<file path="config.mk">
export PLATFORM = sky130hd
export DESIGN_NAME = math_multiplier_arbiter
export DESIGN_NICKNAME = d
export VERILOG_FILES = /design/src/rtl/math_mult_arb_pkg.sv /design/src/rtl/math_multiplier_array.sv /design/src/rtl/math_multiplier_arbiter.sv
export SDC_FILE = /design/constraint.sdc
export NUM_CORES = 1
export LEC_CHECK = 0
export CELL_PAD_IN_SITES_DETAIL_PLACEMENT = 2
export CELL_PAD_IN_SITES_GLOBAL_PLACEMENT = 2
export CORE_MARGIN = 2
export CORE_UTILIZATION = 31
export DETAILED_ROUTE_END_ITERATION = 12
export PLACE_DENSITY_LB_ADDON = 0.25
export SLEW_MARGIN = 5
export SYNTH_ARGS = -nofsm -noshare
export SYNTH_HDL_FRONTEND = slang
export SYNTH_SLANG_ARGS = --single-unit
</file>
<file path="constraint.sdc">
create_clock -name i_clk -period 10.15 [get_ports i_clk]
set_input_delay 2.03 -clock i_clk [delete_from_list [all_inputs] [get_ports i_clk]]
set_output_delay 2.03 -clock i_clk [all_outputs]
set_load 0.02 [all_outputs]
</file>
<file path="src/rtl/math_mult_arb_pkg.sv">
// Shared types and helpers for the multiplier arbiter slice.
package math_mult_arb_pkg;

   typedef enum logic [1:0] {
      IDLE = 2'd0,
      MUL  = 2'd1,
      RSP  = 2'd2
   } state_t;

   // Width of a requester index; a single requester still needs one bit.
   function automatic int unsigned id_width(input int unsigned r);
      return (r <= 1) ? 1 : unsigned'($clog2(r));
   endfunction

endpackage

</file>
<file path="src/rtl/math_multiplier_array.sv">
// Unsigned N x N array multiplier producing a full-width 2N-bit product.
module math_multiplier_array
   import math_mult_arb_pkg::*;
#(
   parameter int unsigned N = 8
) (
   input  logic [N-1:0]   a,
   input  logic [N-1:0]   b,
   output logic [2*N-1:0] product_c
);

   localparam int unsigned PW = 2 * N;

   // Sum of shifted partial products, one row per multiplicand bit.
   always_comb begin
      product_c = '0;
      for (int i = 0; i < N; i++) begin
         if (b[i]) begin
            product_c = product_c + (PW'(a) << i);
         end
      end
   end

endmodule

</file>
<file path="src/rtl/math_multiplier_arbiter.sv">
// Arbitrates R requesters onto one multiplier: IDLE -> MUL -> RSP.
// Define MATH_MULT_ARB_RR_EN for round-robin grant; default is fixed priority.
module math_multiplier_arbiter
   import math_mult_arb_pkg::*;
#(
   parameter int unsigned N = 8,
   parameter int unsigned R = 4
) (
   input  logic                     i_clk,
   input  logic                     i_rst,
   input  logic [R-1:0]             i_req_valid,
   output logic [R-1:0]             o_req_ready,
   input  logic [R*N-1:0]           i_req_multiplier,
   input  logic [R*N-1:0]           i_req_multiplicand,
   output logic                     o_rsp_valid,
   input  logic                     i_rsp_ready,
   output logic [2*N-1:0]           o_rsp_product,
   output logic [id_width(R)-1:0]   o_rsp_id,
   output logic                     o_busy
);

   localparam int unsigned IW = id_width(R);
   localparam int unsigned PW = 2 * N;

   state_t          state;
   logic [N-1:0]    mult_q;
   logic [N-1:0]    mcand_q;
   logic [N-1:0]    mult_sel_c;
   logic [N-1:0]    mcand_sel_c;
   logic [PW-1:0]   product_c;
   logic [IW-1:0]   grant_c;
   logic            any_valid_c;

   assign any_valid_c = |i_req_valid;

`ifdef MATH_MULT_ARB_RR_EN
   logic [IW-1:0]   ptr;
   logic [IW-1:0]   grant_hi_c;
   logic [IW-1:0]   grant_lo_c;
   logic            hit_hi_c;

   // Lowest valid index at or above the pointer, else wrap to the lowest valid index.
   always_comb begin
      grant_hi_c = '0;
      grant_lo_c = '0;
      hit_hi_c   = 1'b0;
      for (int k = int'(R) - 1; k >= 0; k--) begin
         if (i_req_valid[k]) begin
            grant_lo_c = IW'(k);
            if (IW'(k) >= ptr) begin
               grant_hi_c = IW'(k);
               hit_hi_c   = 1'b1;
            end
         end
      end
      grant_c = hit_hi_c ? grant_hi_c : grant_lo_c;
   end
`else
   // Fixed priority: lowest valid index wins.
   always_comb begin
      grant_c = '0;
      for (int k = int'(R) - 1; k >= 0; k--) begin
         if (i_req_valid[k]) begin
            grant_c = IW'(k);
         end
      end
   end
`endif

   // Operand mux for the granted requester.
   always_comb begin
      mult_sel_c  = '0;
      mcand_sel_c = '0;
      for (int k = 0; k < int'(R); k++) begin
         if (grant_c == IW'(k)) begin
            mult_sel_c  = i_req_multiplier[k*N +: N];
            mcand_sel_c = i_req_multiplicand[k*N +: N];
         end
      end
   end

   // Ready is offered only in IDLE, outside reset, to the single granted requester.
   always_comb begin
      o_req_ready = '0;
      for (int k = 0; k < int'(R); k++) begin
         o_req_ready[k] = (state == IDLE) && !i_rst && any_valid_c && (grant_c == IW'(k));
      end
   end

   math_multiplier_array #(
      .N (N)
   ) u_mul (
      .a         (mult_q),
      .b         (mcand_q),
      .product_c (product_c)
   );

   always_ff @(posedge i_clk) begin
      if (i_rst) begin
         state         <= IDLE;
         mult_q        <= '0;
         mcand_q       <= '0;
         o_rsp_valid   <= 1'b0;
         o_rsp_product <= '0;
         o_rsp_id      <= '0;
         o_busy        <= 1'b0;
`ifdef MATH_MULT_ARB_RR_EN
         ptr           <= '0;
`endif
      end else begin
         case (state)
            IDLE: begin
               if (any_valid_c) begin
                  mult_q   <= mult_sel_c;
                  mcand_q  <= mcand_sel_c;
                  o_rsp_id <= grant_c;
                  o_busy   <= 1'b1;
                  state    <= MUL;
`ifdef MATH_MULT_ARB_RR_EN
                  ptr      <= (grant_c == IW'(R - 1)) ? '0 : grant_c + IW'(1);
`endif
               end
            end
            MUL: begin
               o_rsp_product <= product_c;
               o_rsp_valid   <= 1'b1;
               state         <= RSP;
            end
            RSP: begin
               if (i_rsp_ready) begin
                  o_rsp_valid <= 1'b0;
                  o_busy      <= 1'b0;
                  state       <= IDLE;
               end
            end
            default: begin
               o_rsp_valid <= 1'b0;
               o_busy      <= 1'b0;
               state       <= IDLE;
            end
         endcase
      end
   end

endmodule

</file>
==> results of run 1 <==
-- Yosys cell counts, types with 3 or more instances --
cell type	count	area [um^2]
a21o_1	19	143
or2_2	4	25.0
nand3b_1	7	52.6
o211ai_1	6	45.0
inv_1	25	93.8
a31o_2	4	35.0
nand2b_1	8	50.1
or3_1	4	25.0
nand4_1	3	18.8
a22oi_1	5	37.5
nor2_1	76	285
o21bai_1	5	37.5
o21ai_1	3	15.0
a222oi_1	16	160
o21ai_0	32	160
xnor2_1	17	149
o21a_1	6	45.0
o31ai_1	4	30.0
mux2i_1	9	90.1
a311oi_1	4	35.0
xor2_1	10	87.6
and2_1	7	43.8
nor4_1	3	18.8
dfxtp_1	38	761
a211oi_1	24	180
a211o_1	4	35.0
nor2b_1	11	68.8
o31a_1	4	35.0
clkinv_1	3	11.3
mux2_2	22	248
fa_1	6	120
a31oi_1	7	43.8
ha_1	58	726
a21oi_1	50	250
clkbuf_1	29	109
nand2_1	51	191
nand3_1	9	45.0
and3_1	9	56.3
nor3_1	17	85.1
-- worst min-delay path, cell delays in order, from the launching register on --
cell,delay (ns)
dfxtp_1,0.31
nand2_1,0.06
a21oi_1,0.05
-- layout make-up --
cell class              instances  area (um^2)  area share [%]
flip-flops and latches         38          761            11.8
inverters                      29          109            1.69
well taps                     216          270            4.20
repair buffers                110         1060            16.5
clock buffers                   5          125            1.95
clock inverters                 3         45.0           0.700
multi-input cells             560         4060            63.1
-- metrics by stage --
| stage | cell area [um^2] | utilization (%) | cells | hold slack [ns] |
|---|---|---|---|---|
| floorplan | 5040 | - | 660 | 0.520 |
| global placement | 6250 | 39.3 | 953 | 0.442 |
| detailed placement | 6250 | 39.3 | 953 | 0.458 |
| CTS | 6420 | 40.4 | 961 | 0.470 |
| global route | 6430 | 40.5 | 961 | 0.499 |
| finish | 6430 | 40.5 | 961 | 0.468 |
-- logic make-up (layout without fill, tap and decap cells) --
| family | after synthesis | after routing |
|---|---|---|
| fa+ha+maj | 64 | 64 |
| compound gates | 220 | 220 |
| xor+xnor | 27 | 27 |
| flops | 38 | 38 |
| simple gates | 218 | 218 |
| buf+inv | 62 | 147 |
| mux | 31 | 31 |
-- state kept, by name, indices dropped and copies added, names as in the netlist --
signal / flops
mult_q: 8
o_rsp_product: 16
o_rsp_id: 2
mcand_q: 8
o_busy: 1
state: 2
o_rsp_valid: 1
-- power breakdown --
| part | internal, mW | leakage [nW] | switching (mW) |
|---|---|---|---|
| sequential | 0.168 | 0.314 | 0.0353 |
| combinational | 0.270 | 2.36 | 0.356 |
| clock | 0.116 | 0.0760 | 0.0694 |
-- worst min path at each step --
stage | from | end | slack, ns | cells after the start
after floorplan | state[0] | o_rsp_valid | 0.52 | 2
after global placement | o_rsp_product[0] | o_rsp_product[0] | 0.44 | 2
after detailed placement | o_rsp_id[0] | o_rsp_id[0] | 0.46 | 2
after CTS | o_rsp_id[0] | o_rsp_id[0] | 0.47 | 2
after global routing | o_rsp_id[0] | o_rsp_id[0] | 0.50 | 2
final | o_rsp_id[0] | o_rsp_id[0] | 0.47 | 2
-- routing by layer --
layer  share of wire (%)  vias up
met1                  45     2740
met2                  49      116
met5                   0        -
met4                 2.4        0
met3                 3.7       34
li1                    -     2632
-- repair_timing --
action	in CTS	in global routing
setup buffers	0	0
resized for setup	0	5
hold endpoints to repair	0	0
endpoints found under the setup margin	0	4
==> summary.md, run 1 <==
| Metric | Value |
|---|---|
| Hold WC Path Type | `reg2reg` |
| Simple-Gate Fraction of Synth Area | `20.8%` |
| Worst R2R Setup Slack | `0.69 ns` |
| Total GRT Usage | `23.5%` |
| Met2 GRT Util | `41.9%` |
| Area delta synth->final | `27.7%` |
| Run status | `completed` |
| Routed WL per cell | `21.1 um` |
| Starting DRC count in detailed routing | `297` |
| Largest net degree at the start of global routing | `43` |
| Most used cell, CP | `ha_1` |
| Die width | `131 um` |
| RSZ-0062 raised after global routing | `no` |
| EDFF count, synth | `0` |
| Vias in the first global route | `6101` |
| Sequential area share after synthesis | `15.1%` |
| Critical path depth in cells | `45` |
| Leakage | `2.75 nW` |
| Worst Reg2Reg Path Length in Cells | `45` |
| Syn_area_per_cell | `7.63 um^2` |
| Yosys warns | `0` |
| Critical Path End | `o_rsp_product[14]` |
| Root Buffer Master | `clkbuf_16` |
| Drc violations | `0` |
| Post-route ant nets | `0` |
| Slew margin rel. | `45.7%` |
| DIE AREA | `17300 um^2` |
| CP max stage cell | `o41a_1` |
| CP startpoint kind | `register` |
| Hold buffers post-CTS | `0` |
| Pwr Density | `158 nW/um^2` |
| FFs w/ async S/R, synth | `0%` |
| Clock-pin slew of the registers on the worst-case setup and hold paths | `0.06 ns` |
| Final WL | `20.3 mm` |
| Antenna diodes | `0` |
| Drt first pass iters | `7` |
| Num Clock Sinks | `38` |
| Gpl congestion | `0.848` |
| Post-synthesis adder-cell area fraction | `16.8%` |
| Crit path capture type | `register` |
| Via count of the routed design | `5522` |
| Cell family with most CP delay | `compound AO/OA/AOI/OAI gates` |
| Critical Path Start | `mcand_q[0]` |
| Synthesized instance count | `660` |
| Setup TNS | `0 ns` |
| Clock Skews | `0.00443 ns` |
| Critical path's largest stage delay | `0.47 ns` |
| Max Freq | `106 MHz` |
| Die H | `131 um` |
| H-tree depth | `2` |
| CP max FO | `7` |
| Fin crit share | `93.2%` |
| GRT Max-Usage Layer | `met2` |
| Worst Setup Path Type | `reg2reg` |
| Seq cells post-synth | `38` |
| Pre-CTS setup slack | `0.527 ns` |
| Worst-case clock buffer depth | `2` |
| Number of library cell types mapped by synthesis | `73` |
| Mux contribution to synthesized area | `6.71%` |
| Most frequent cells in the layout | `clkdlybuf4s50_1 (94), nor2_1 (76), ha_1 (56), nand2_1 (51), a21oi_1 (48)` |
| Total power | `1.02 mW` |
| Core area | `15900 um^2` |
| Worst path bufs/invs | `3` |
| Top_reg_cell synth | `dfxtp_1` |
| R2R Path End | `o_rsp_product[14]` |
| Layout cells sized above 1 | `9.40%` |
| Rows | `46` |
| Largest family of logic cells by synthesized area | `compound AO/OA/AOI/OAI gates` |
| FF-to-FF Start | `mcand_q[0]` |
| Fillcell total | `1843` |
| Cts bufs inserted | `5` |
| First-pass GRT wire length | `33.0 mm` |
| Pins Over Slew Limit | `0` |
| Nets | `879` |
| Via density per instance | `5.75` |
| Arrival @ worst endpoint | `9.62 ns` |
| Maximum vdd ir drop | `0.0900 mV` |
| Met3 Usage GRT | `4.05%` |
| Crit path time final | `9.46 ns` |
| Syn nets | `795` |
| Grt met1 use | `29.1%` |
| Final setup violation count | `0` |
| Leading cell type in the layout, fill and taps excluded | `clkdlybuf4s50_1` |
| Post-synthesis xor/xnor area fraction | `4.70%` |
| Max cap viols | `0` |
| Io pins | `95` |
| Placed wire-length estimate | `16.1 mm` |
| Clock Latency Late Sink | `0.29 ns` |
| Least-Margin Pin Slew | `0.814 ns` |
| Min setup slack post-route | `0.687 ns` |
| Endpoints failing hold | `0` |
| Post-synthesis cell area | `5040 um^2` |
| GR Overflow Total | `0` |
| Complex-gate fraction of the synthesized area | `31.0%` |
| Initial core utilization | `31.7%` |
| Initial antenna violation count | `0` |
| CTS tree | `built` |
| Port-buffer cells | `94` |
| Worst EP required | `10.31 ns` |
No activity file was read; power rests on OpenSTA's default activity.
==> run 2: changes to the inputs <==
Settings changed: CTS_BUF_LIST set to sky130_fd_sc_hd__clkbuf_8, SLEW_MARGIN 5 to 20.
Clock period 10.15 ns to 10.7 ns, I/O delays scaled along.
==> summary.md, run 2 (synthesis gave the netlist of run 1 again) <==
| Metric | Value |
|---|---|
| Run status | `completed` |
| Worst-case clock buffer depth | `2` |
| Total GRT Usage | `23.3%` |
| Design Area, Final | `6370 um^2` |
| First-pass GRT wire length | `32.8 mm` |
| Drc violations | `0` |
| Via count of the routed design | `5515` |
| Post-CTS Setup Bufs | `0` |
| Largest net degree at the start of global routing | `43` |
| CP startpoint kind | `register` |
| Placed wire-length estimate | `16.0 mm` |
| Die H | `131 um` |
| Final WL | `20.3 mm` |
| CP max stage cell | `o41a_1` |
| Routed WL per cell | `21.2 um` |
| Critical Path End | `o_rsp_product[14]` |
| Leading cell type in the layout, fill and taps excluded | `clkdlybuf4s50_1` |
| Placed Instance Area | `6230 um^2` |
| Final setup violation count | `0` |
| Num Clock Sinks | `38` |
| Fillcell total | `1850` |
| Gpl congestion | `0.839` |
| Initial antenna violation count | `0` |
| Vias in the first global route | `6144` |
| Drt first pass iters | `5` |
| Nets | `877` |
| Largest register FFs | `16` |
| Io pins | `95` |
| DIE AREA | `17300 um^2` |
| Cts bufs inserted | `5` |
| Worst R2R Setup Slack | `0.88 ns` |
| Most used cell, CP | `ha_1` |
| Antenna diodes | `0` |
| Starting DRC count in detailed routing | `226` |
| Setup TNS | `0 ns` |
| Maximum vdd ir drop | `0.0610 mV` |
| Inst Count DP | `951` |
| Clock-pin slew of the registers on the worst-case setup and hold paths | `0.09 ns` |
| FF-to-FF Start | `mcand_q[0]` |
| Port-buffer cells | `94` |
| Initial core utilization | `31.7%` |
| Hold buffers post-CTS | `0` |
| Rows | `46` |
| Post-CTS sizing | `0` |
| Clock Latency Late Sink | `0.31 ns` |
| Biggest regs | `o_rsp_product: 16 flops, mcand_q: 8 flops, mult_q: 8 flops` |
| Final Non-Filler Cells | `959` |
| CTS tree | `built` |
| Slew margin rel. | `37.7%` |
| Max cap viols | `0` |
| Crit path time final | `9.82 ns` |
| Post-route ant nets | `0` |
| Core area | `15900 um^2` |
| Via density per instance | `5.75` |
| Worst Setup Path Type | `reg2reg` |
| RSZ-0062 raised after global routing | `no` |
| Pwr Density | `147 nW/um^2` |
| Crit path capture type | `register` |
| Die width | `131 um` |
| Largest Register | `o_rsp_product` |
| Met1 WL | `9.04 mm` |
| GR Overflow Total | `0` |
| Hold WC Path Type | `reg2reg` |
| Root Buffer Master | `clkbuf_8` |
| Critical path's largest stage delay | `0.48 ns` |
| Detailed-routed wire length on met2 | `10.4 mm` |
| Area delta synth->final | `26.5%` |
| Arrival @ worst endpoint | `10.01 ns` |
| Worst EP required | `10.89 ns` |
| Least-Margin Pin Slew | `0.933 ns` |
| R2R Path End | `o_rsp_product[14]` |
| Routed wl met3 | `695 um` |
| Fin crit share | `91.8%` |
| DR top layer | `met4` |
| Endpoints failing hold | `0` |
| H-tree depth | `2` |
| Pins Over Slew Limit | `0` |
| Final core occ | `40.1%` |
| Clock Skews | `0.00986 ns` |
| Layout cells sized above 1 | `8.61%` |
| Critical Path Start | `mcand_q[0]` |
| Leakage | `2.74 nW` |
| Most frequent cells in the layout | `clkdlybuf4s50_1 (94), nor2_1 (76), ha_1 (58), nand2_1 (51), a21oi_1 (50)` |
| Max Freq | `102 MHz` |
| Worst Reg2Reg Path Length in Cells | `46` |
| CP max FO | `16` |
==> run 2: routing by layer <==
metal  vias to the layer above  global-route usage [%]
met3                        18                    3.01
met4                         0                    4.23
met2                       109                    43.4
li1                       2633                       -
met5                         -                       0
met1                      2755                    28.6
==> run 2: how the worst min path moves through the flow <==
stage / start / end / slack, ns / cells after the start
after floorplan: state[0] / o_rsp_valid / 0.52 / 2
after global placement: o_rsp_product[0] / o_rsp_product[0] / 0.45 / 2
after detailed placement: o_rsp_product[0] / o_rsp_product[0] / 0.46 / 2
after CTS: o_rsp_product[0] / o_rsp_product[0] / 0.49 / 2
after global routing: o_rsp_product[0] / o_rsp_product[0] / 0.51 / 2
final: o_rsp_product[0] / o_rsp_product[0] / 0.48 / 2
==> run 2: critical path, delay by kind of cell (launching register included) <==
family	cells	cell delay (ns)
flip-flops	1	0.38
AND/OR/NAND/NOR	9	1.00
adder cells (fa/ha/maj)	8	2.56
multiplexers	2	0.49
AO/OA/AOI/OAI	22	4.60
buffers and inverters	4	0.47
XOR/XNOR	1	0.19
==> run 2: cell type report <==
type	count	area [um^2]	share of cell area [%]
clock buffers	5	68.8	1.08
well taps	216	270	4.24
clock inverters	3	68.8	1.08
repair buffers	108	1050	16.4
flip-flops and latches	38	761	11.9
inverters	29	109	1.71
multi-input cells	560	4050	63.5
==> run 2: stage by stage <==
| step | total power, mW | setup WS [ns] | hold WS (ns) |
|---|---|---|---|
| 3_5_place_dp | 0.780 | 0.921 | 0.464 |
| 2_1_floorplan | 0.589 | 2.10 | 0.520 |
| 3_3_place_gp | 0.742 | 1.44 | 0.448 |
| 6_report | 0.938 | 0.877 | 0.480 |
| 5_1_grt | 1.01 | 0.100 | 0.507 |
| 4_1_cts | 0.941 | 0.880 | 0.492 |
==> run 2: power by group <==
group / switching, mW / internal [mW] / leakage [nW]
Sequential: 0.0378 / 0.160 / 0.314
Clock: 0.0618 / 0.0935 / 0.0683
Combinational: 0.331 / 0.254 / 2.35
==> run 3: changes to the inputs <==
--- a/config.mk
+++ b/config.mk
@@ -13,4 +13,5 @@
 export DETAILED_ROUTE_END_ITERATION = 12
 export PLACE_DENSITY_LB_ADDON = 0.25
+export SKIP_LAST_GASP = 1
 export SLEW_MARGIN = 20
 export SYNTH_ARGS = -nofsm -noshare
==> constraint.sdc (replaced) <==
create_clock -name i_clk -period 10.7 [get_ports i_clk]
set_input_delay 2.14 -clock i_clk [delete_from_list [all_inputs] [get_ports i_clk]]
set_output_delay 2.14 -clock i_clk [all_outputs]
set_load 0.05 [all_outputs]
==> results of run 3 <==
Same layout as run 2 (identical final DEF). Status: completed.
Among the figures that moved: total power 0.938 mW -> 0.959 mW; worst IR drop on VDD 0.0610 mV -> 0.0613 mV
